### src/rtl/i2c_pkg.sv
// Shared definitions for the I2C bit engine: command codes, engine states
// and the command decoder.
package i2c_pkg;

  localparam logic [2:0] CMD_START = 3'b001;
  localparam logic [2:0] CMD_STOP  = 3'b010;
  localparam logic [2:0] CMD_WRITE = 3'b011;
  localparam logic [2:0] CMD_READ  = 3'b100;

  localparam int unsigned DATA_BITS = 8;
  localparam int unsigned PHASES    = 4;

  typedef enum logic [2:0] {
    ST_IDLE,
    ST_START,
    ST_STOP,
    ST_WRITE,
    ST_READ
  } state_t;

  // Illegal codes map to ST_IDLE so the caller can treat them as a no-op.
  function automatic state_t cmd_to_state(input logic [2:0] c);
    case (c)
      CMD_START: return ST_START;
      CMD_STOP:  return ST_STOP;
      CMD_WRITE: return ST_WRITE;
      CMD_READ:  return ST_READ;
      default:   return ST_IDLE;
    endcase
  endfunction

endpackage

### src/rtl/i2c_bit_engine.sv
// I2C master bit engine: START/STOP/WRITE/READ sequenced in 4 tick phases per bit.
// Optional clock stretching is enabled by defining I2C_STRETCH_EN.
module i2c_bit_engine
  import i2c_pkg::*;
(
  input  logic       clk,
  input  logic       rst,
  input  logic       tick,
  input  logic [2:0] cmd,
  input  logic       cmd_valid,
  output logic       cmd_ready,
  input  logic [7:0] wr_data,
  input  logic       ack_in,
  output logic [7:0] rd_data,
  output logic       ack_out,
  output logic       done,
  output logic       busy,
  output logic       scl_oe,
  output logic       sda_oe,
  input  logic       scl_in,
  input  logic       sda_in
);

  state_t     r_state, w_state_nxt;
  logic [1:0] r_phase, w_phase_nxt;
  logic [3:0] r_bit, w_bit_nxt;
  logic       r_done, w_done_nxt;
  logic [7:0] r_shift, r_rd_data;
  logic       r_ack_in, r_ack_out;
  logic       r_scl_hold, r_sda_hold;
  logic       w_scl_oe, w_sda_oe;
  logic       w_accept, w_data, w_stall, w_adv, w_bit_end, w_last, w_sample;

  assign cmd_ready = (r_state == ST_IDLE) && !r_done;
  assign w_accept  = cmd_ready && cmd_valid;
  assign w_data    = (r_state == ST_WRITE) || (r_state == ST_READ);

`ifdef I2C_STRETCH_EN
  // A slave holding SCL low freezes the phase in which SCL was released.
  assign w_stall = !scl_in && (r_phase == 2'd1) && (w_data || (r_state == ST_STOP));
`else
  logic w_unused_scl_in;
  assign w_unused_scl_in = scl_in;
  assign w_stall         = 1'b0;
`endif

  assign w_adv     = tick && (r_state != ST_IDLE) && !w_stall;
  assign w_bit_end = w_adv && (r_phase == 2'd3);
  assign w_last    = w_bit_end && (!w_data || (r_bit == 4'd8));
  assign w_sample  = w_adv && w_data && (r_phase == 2'd2);

  always_comb begin
    w_state_nxt = r_state;
    w_phase_nxt = r_phase;
    w_bit_nxt   = r_bit;
    w_done_nxt  = 1'b0;
    if (r_state == ST_IDLE) begin
      if (w_accept) begin
        w_state_nxt = cmd_to_state(cmd);
        w_phase_nxt = '0;
        w_bit_nxt   = '0;
        w_done_nxt  = (cmd_to_state(cmd) == ST_IDLE);
      end
    end else if (w_last) begin
      w_state_nxt = ST_IDLE;
      w_phase_nxt = '0;
      w_bit_nxt   = '0;
      w_done_nxt  = 1'b1;
    end else if (w_bit_end) begin
      w_phase_nxt = '0;
      w_bit_nxt   = r_bit + 4'd1;
    end else if (w_adv) begin
      w_phase_nxt = r_phase + 2'd1;
    end
  end

  // Line drive per phase; while idle the levels left by the last command persist.
  always_comb begin
    w_scl_oe = r_scl_hold;
    w_sda_oe = r_sda_hold;
    case (r_state)
      ST_START: begin
        w_scl_oe = r_phase[1];
        w_sda_oe = (r_phase != 2'd0);
      end
      ST_STOP: begin
        w_scl_oe = (r_phase == 2'd0);
        w_sda_oe = !r_phase[1];
      end
      ST_WRITE: begin
        w_scl_oe = (r_phase == 2'd0) || (r_phase == 2'd3);
        w_sda_oe = (r_bit == 4'd8) ? 1'b0 : ~r_shift[7];
      end
      ST_READ: begin
        w_scl_oe = (r_phase == 2'd0) || (r_phase == 2'd3);
        w_sda_oe = (r_bit == 4'd8) ? ~r_ack_in : 1'b0;
      end
      default: ;
    endcase
  end

  always_ff @(posedge clk) begin
    if (rst) begin
      r_state <= ST_IDLE;
      r_phase <= '0;
      r_bit   <= '0;
      r_done  <= 1'b0;
    end else begin
      r_state <= w_state_nxt;
      r_phase <= w_phase_nxt;
      r_bit   <= w_bit_nxt;
      r_done  <= w_done_nxt;
    end
  end

  always_ff @(posedge clk) begin
    if (rst) begin
      r_shift    <= '0;
      r_rd_data  <= '0;
      r_ack_in   <= 1'b0;
      r_ack_out  <= 1'b1;
      r_scl_hold <= 1'b0;
      r_sda_hold <= 1'b0;
    end else begin
      if (w_accept) begin
        r_shift  <= wr_data;
        r_ack_in <= ack_in;
      end
      if (w_sample) begin
        if ((r_state == ST_WRITE) && (r_bit == 4'd8)) begin
          r_ack_out <= sda_in;
        end else if ((r_state == ST_READ) && (r_bit != 4'd8)) begin
          r_shift <= {r_shift[6:0], sda_in};
        end
      end
      if (w_bit_end && (r_state == ST_WRITE)) begin
        r_shift <= {r_shift[6:0], 1'b0};
      end
      if (w_last) begin
        r_scl_hold <= w_scl_oe;
        r_sda_hold <= w_sda_oe;
        if (r_state == ST_READ) begin
          r_rd_data <= r_shift;
        end
      end
    end
  end

  assign rd_data = r_rd_data;
  assign ack_out = r_ack_out;
  assign done    = r_done;
  assign busy    = (r_state != ST_IDLE);
  assign scl_oe  = w_scl_oe;
  assign sda_oe  = w_sda_oe;

endmodule
### config.mk
export PLATFORM = sky130hd
export DESIGN_NAME = i2c_bit_engine
export DESIGN_NICKNAME = d
export VERILOG_FILES = /design/src/rtl/i2c_pkg.sv /design/src/rtl/i2c_bit_engine.sv
export SDC_FILE = /design/constraint.sdc
export NUM_CORES = 1
export LEC_CHECK = 0
export BUFFER_PORTS_ARGS = -buffer_cell sky130_fd_sc_hd__buf_2
export CORE_UTILIZATION = 48
export CTS_CLUSTER_SIZE = 20
export DETAILED_ROUTE_END_ITERATION = 10
export PLACE_DENSITY = 0.7
export RECOVER_POWER = 50
export SETUP_SLACK_MARGIN = 0.02
export SLEW_MARGIN = 20
export SYNTH_ARGS = -nofsm -noshare
export SYNTH_HDL_FRONTEND = slang
export SYNTH_SLANG_ARGS = --single-unit
### constraint.sdc
create_clock -name clk -period 1.65 [get_ports clk]
set_input_delay 0.2475 -clock clk [delete_from_list [all_inputs] [get_ports clk]]
set_output_delay 0.2475 -clock clk [all_outputs]
set_load 0.01 [all_outputs]
==> results of run 1 <==
[metrics by stage]
step                      hold WS (ns)  setup slack, ns  instances  total power [mW]
after global routing             0.152           -0.421        272              1.56
after floorplan                  0.326          -0.0290        174             0.934
after detailed placement         0.451          -0.0604        261              1.02
after CTS                        0.125           -0.370        271              1.50
after global placement           0.442          -0.0530        261              1.02
final                            0.140           -0.366        272              1.50
[worst paths after layout]
check | start | to | slack (ns) | cells past startpoint
setup / recovery | r_state[1] | sda_oe | -0.37 | 5
hold / removal | ack_in | r_ack_in | 0.14 | 3
setup reg to reg | r_state[0] | r_shift[1] | -0.07 | 5
hold reg to reg | r_ack_in | r_ack_in | 0.47 | 2
[logic make-up (layout without fill, tap and decap cells)]
group / Yosys count / count (layout)
simple gates: 61 / 61
compound gates: 43 / 43
flops: 30 / 30
mux: 18 / 18
buf+inv: 16 / 70
fa+ha+maj: 5 / 5
xor+xnor: 1 / 1
[layer usage]
layer | up-vias | part of all wire | global-route usage
met3 | 7 | 0.047 | 0.0462
met1 | 716 | 0.46 | 0.288
met5 | - | 0 | 0
met2 | 38 | 0.48 | 0.399
li1 | 746 | - | -
met4 | 0 | 0.015 | 0.129
[power groups by stage]
stage,clock [mW],sequential (mW),combinational (mW)
final,0.473,0.767,0.260
after global placement,0,0.781,0.234
after CTS,0.487,0.767,0.250
after detailed placement,0,0.784,0.240
after floorplan,0,0.780,0.154
after global routing,0.510,0.770,0.281
[layout by cell type, fill, tap and decap left out, drive strengths merged, types with 6 or more instances in the layout]
master	count
mux2i	18
a221oi	7
buf	46
nand2	14
inv	6
o21ai	7
nor2	15
clkbuf	16
a21oi	15
dfxtp	30
nor2b	7
[synthesized netlist by cell type (all sizes together), types with 5 or more instances]
cell / instances / area [um2]
nand2: 14 / 52.6
nand3: 5 / 25.0
a221oi: 7 / 61.3
dfxtp: 30 / 601
ha: 5 / 62.6
o21ai: 7 / 35.0
a21oi: 15 / 75.1
mux2i: 18 / 180
buf: 6 / 45.0
nor2: 15 / 56.3
nor2b: 7 / 43.8
inv: 6 / 22.5
[state kept, by name (all words and copies together) (netlist names)]
signal and cells:
r_ack_in 1, r_bit 4, r_sda_hold 1, r_state 3
ack_out 1, r_scl_hold 1, done 1, r_phase 2
r_shift 8, rd_data 8
[worst min-delay path, stage by stage]
cell     delay [ns]
buf_2          0.10
nand2_1        0.05
a21oi_1        0.05
[what timing repair did]
item	in CTS	in global routing
pin swaps	4	3
endpoints found under the setup margin	21	26
buffers inserted	2	1
resized for setup	8	10
gates cloned	0	0
hold buffers	0	0
[layout make-up]
type                    instances  area (um2)  share of cell area
inverters                       6        22.5              0.0110
multi-input cells             128         936               0.458
clock buffers                   6        51.3              0.0251
flip-flops and latches         30         606               0.296
well taps                      44        55.1              0.0269
clock inverters                 2        12.5             0.00612
repair buffers                 56         362               0.177
==> flow_summary.yaml, run 1 <==
pwr:
  switching_power_mw: 0.419
  peakVddDrop_v: 0.000684
  power_density_nw_per_um2: 734
  combPwrFrac: 0.173
  swShare: 0.279
  power_leakage_nw: 0.832
  clkPwrFrac: 0.315
  cellInternalPower_mw: 1.08
  pwr-share-seq: 0.512
logic_synthesis:
  muxShareOfSynthArea: 0.116
  synthAdderAreaFrac: 0.0402
  synth-seq-cells: 30
  yosys_warnings: 0
  ys_seq_area_frac: 0.386
  synth_edf_count: 0
  synth_ff_type: "dfxtp_1"
  synthXorXnorAreaFrac: 0.00563
  syn_avg_cell_area_um2: 8.95
  synth_top_family_by_area: "simple AND/OR/NAND/NOR gates"
  syn_inst: 174
  synth.net_count: 197
  synth.distinct_cells: 39
  synth_compound_area_frac: 0.184
  async_flop_share: 0
  syn_area_um2: 1560
  synthSimpleGateAreaFrac: 0.215
worst_setup_path:
  crit_type: "reg2out"
  max_stage_delay_ns: 0.40
  start_kind: "flip-flop"
  cp.arrival_ns: 1.77
  path_max_fanout: 2
  worstSetupEndpointType: "primary output"
  path_cells: "or3b_4 -> or3_1 -> o311a_1 -> nor2_2 -> buf_2"
  cp_top_family: "simple AND/OR/NAND/NOR gates"
  crit_required_ns: 1.40
  slowest_stage: "or3b_4"
  path_buf_inv: 1
floorplanning:
  num_rows: 20
  die_area_um2: 3470
  coreArea_um2: 3050
  io_pins: 32
  die-width_um: 58.9
  start_util: 0.510
  die_h_um: 58.9
route:
  drt-initial-drc-count: 55
  vias_per_cell: 5.54
  drt_wl_total_um: 3890
  wire_per_inst_um: 14.3
  dr.pass1.iters: 4
  drcViolationCount: 0
  vias: 1507
  ant_nets: 0
layout:
  area_delta_synth_final_pct: 31.4
  nets: 250
  fin_area_um2: 2040
  final_util: 0.670
  diodes: 0
  drive_above_1_share: 0.320
  fill_cells: 255
sta:
  setup_ws_ns: -0.366
  fin_skew_ns: 0.0109
  tightest_slew_ns: 0.445
  finalSetupTns_ns: -1.59
  slew_violations: 0
  fin_crit_ns: 2.02
  setup-violations-final: 21
  relSlewSlack: 0.701
  hold_viol_final: 0
  finalCritPeriodShare: 1.22
  fmax_mhz: 496
  rsz0062_at_grt: "yes"
hold_path:
  hp-class: "in2reg"
place:
  port_buffers: 30
  place_area_um2: 1900
  gp_congestion: 0.798
  hpwlAfterDp_um: 2790
grt:
  grt_pass1_vias: 1396
  grt.total_usage: 0.239
  grt_pass1_wl_um: 6030
  grt_overflow: 0
  antenna_found_initial: 0
  grt_max_degree: 16
run_status:
  violations: "setup timing"
  status: "finished with violations"
clock_tree:
  cts.htree.levels: 2
  insertion_delay_ns: 0.34
  cts_tree: "done"
  cts_root_buf: "clkbuf_4"
  clk_pin_slew_worst_paths_ns: 0.10
  clock_path_buffers: 2
  cts.sinks: 30
  numCtsBuffers: 5
flow_run:
  drv_cap: 0
Note: power is estimated with default switching activity, not from simulation.
==> run 2: changes to the inputs <==
--- a/config.mk
+++ b/config.mk
@@ -11,6 +11,7 @@
 export DETAILED_ROUTE_END_ITERATION = 10
 export PLACE_DENSITY = 0.7
 export RECOVER_POWER = 50
+export REMOVE_ABC_BUFFERS = 1
 export SETUP_SLACK_MARGIN = 0.02
 export SLEW_MARGIN = 20
 export SYNTH_ARGS = -nofsm -noshare
==> run 2 against run 1 <==
The flow still finishes with violations (setup timing). Routed wire length rose by 8.0%. Cell count rose by 2.6%. Register-to-register slack lost 0.17 ns. Total power up 1.4%. Critical endpoint unchanged.
==> flow_summary.yaml, run 2 (synthesized netlist as in run 1, its figures left out) <==
run_status:
  status: "finished with violations"
  violations: "setup timing"
route:
  drt-initial-drc-count: 98
  vias: 1566
  vias_per_cell: 5.61
  drt_wl_total_um: 4200
  dr.pass1.iters: 6
  ant_nets: 0
  wire_per_inst_um: 15.1
  drcViolationCount: 0
pwr:
  peakVddDrop_v: 0.000586
  power_density_nw_per_um2: 717
  power_leakage_nw: 0.905
clock_tree:
  insertion_delay_ns: 0.33
  clk_pin_slew_worst_paths_ns: 0.10
  clock_path_buffers: 2
  cts.sinks: 30
  cts_root_buf: "clkbuf_4"
  cts_tree: "done"
  cts.htree.levels: 2
  numCtsBuffers: 5
  ctsHoldBuffers: 0
grt:
  grt_use_met1: 0.328
  grtUsageMet2: 0.437
  grt_pass1_wl_um: 6820
  grt_pass1_vias: 1523
  grt_overflow: 0
  busiest_layer: "met2"
  grt.total_usage: 0.269
  antenna_found_initial: 0
  use_met3: 0.0615
  grt_max_degree: 18
layout:
  nets: 257
  layout_common_cells: "buf_4, dfxtp_1, buf_2"
  drive_above_1_share: 0.357
  final_common_cell: "buf_4"
  diodes: 0
  stdcell_count: 279
  fill_cells: 268
  area_delta_synth_final_pct: 36.2
place:
  dp.cells: 263
  gp_congestion: 0.854
  port_buffers: 30
  hpwlAfterDp_um: 2930
worst_setup_path:
  start_kind: "flip-flop"
  path_max_fanout: 2
  crit_required_ns: 1.40
  crit_type: "reg2out"
  worstSetupEndpointType: "primary output"
  cp.arrival_ns: 1.76
floorplanning:
  num_rows: 20
  die-width_um: 58.9
  coreArea_um2: 3050
  start_util: 0.510
  die_h_um: 58.9
  io_pins: 32
  die_area_um2: 3470
sta:
  hold_ws_ns: 0.152
  setup-violations-final: 30
  relSlewSlack: 0.666
  fmax_mhz: 499
  hold_viol_final: 0
  fin_skew_ns: 0.00709
  fin_crit_ns: 2.00
  tightest_slew_ns: 0.497
  slew_violations: 0
  setup_ws_ns: -0.354
  rsz0062_at_grt: "yes"
  finalCritPeriodShare: 1.21
hold_path:
  hp-class: "in2reg"
flow_run:
  drv_cap: 0
## run 2: changes by cell type in the layout (fill, tap and decap cells not counted), sizes merged
cell and change:
clkbuf -5, bufbuf +1, buf +11
## run 2: repair_timing
item	4_1_cts	5_1_grt
pin swaps	8	0
buffers inserted	7	0
endpoints found under the setup margin	23	34
gates resized for setup	16	4
cloned	1	0
## run 2: layout make-up
cell class	count	area, um2	area share
clock inverters	2	12.5	0.00590
repair buffers	63	453	0.214
multi-input cells	128	918	0.433
inverters	6	22.5	0.0106
well taps	44	55.1	0.0260
flip-flops and latches	30	607	0.286
clock buffers	6	51.3	0.0242
## run 2: worst paths after layout
path	from	end	slack [ns]	cells after the start
setup reg to reg	r_state[1]	rd_data[7]	-0.24	9
hold / removal	ack_in	r_ack_in	0.15	3
setup / recovery	r_state[2]	sda_oe	-0.35	5
hold reg to reg	r_ack_in	r_ack_in	0.49	2
## run 2: power by group
| group | internal (mW) | total (mW) | switching (mW) |
|---|---|---|---|
| Clock | 0.205 | 0.475 | 0.271 |
| Combinational | 0.144 | 0.276 | 0.133 |
| Sequential | 0.749 | 0.769 | 0.0199 |
| Total | 1.10 | 1.52 | 0.423 |
## run 2: stage by stage
stage	power, mW	area, um2	worst slack, ns	utilization	setup TNS [ns]
finish	1.52	2120	-0.354	0.694	-4.76
floorplan	0.906	1500	-0.219	-	-3.23
global route	1.60	2120	-0.426	0.694	-8.17
CTS	1.53	2110	-0.339	0.693	-3.81
detailed placement	1.02	1910	-0.102	0.627	-0.556
global placement	1.01	1910	0.00298	0.627	0
## run 2: critical path, cell delays in order (launching register included)
cell,delay (ns)
dfxtp_2,0.35
or3b_4,0.39
or3_1,0.32
o311a_1,0.16
nor2_1,0.09
buf_2,0.13
## run 2: metal layers
layer	part of all wire	routed length, um	vias up
li1	-	-	756
met1	0.42	1780	721
met2	0.48	2030	77
met3	0.060	252	12
met4	0.031	129	0
met5	0	0	-
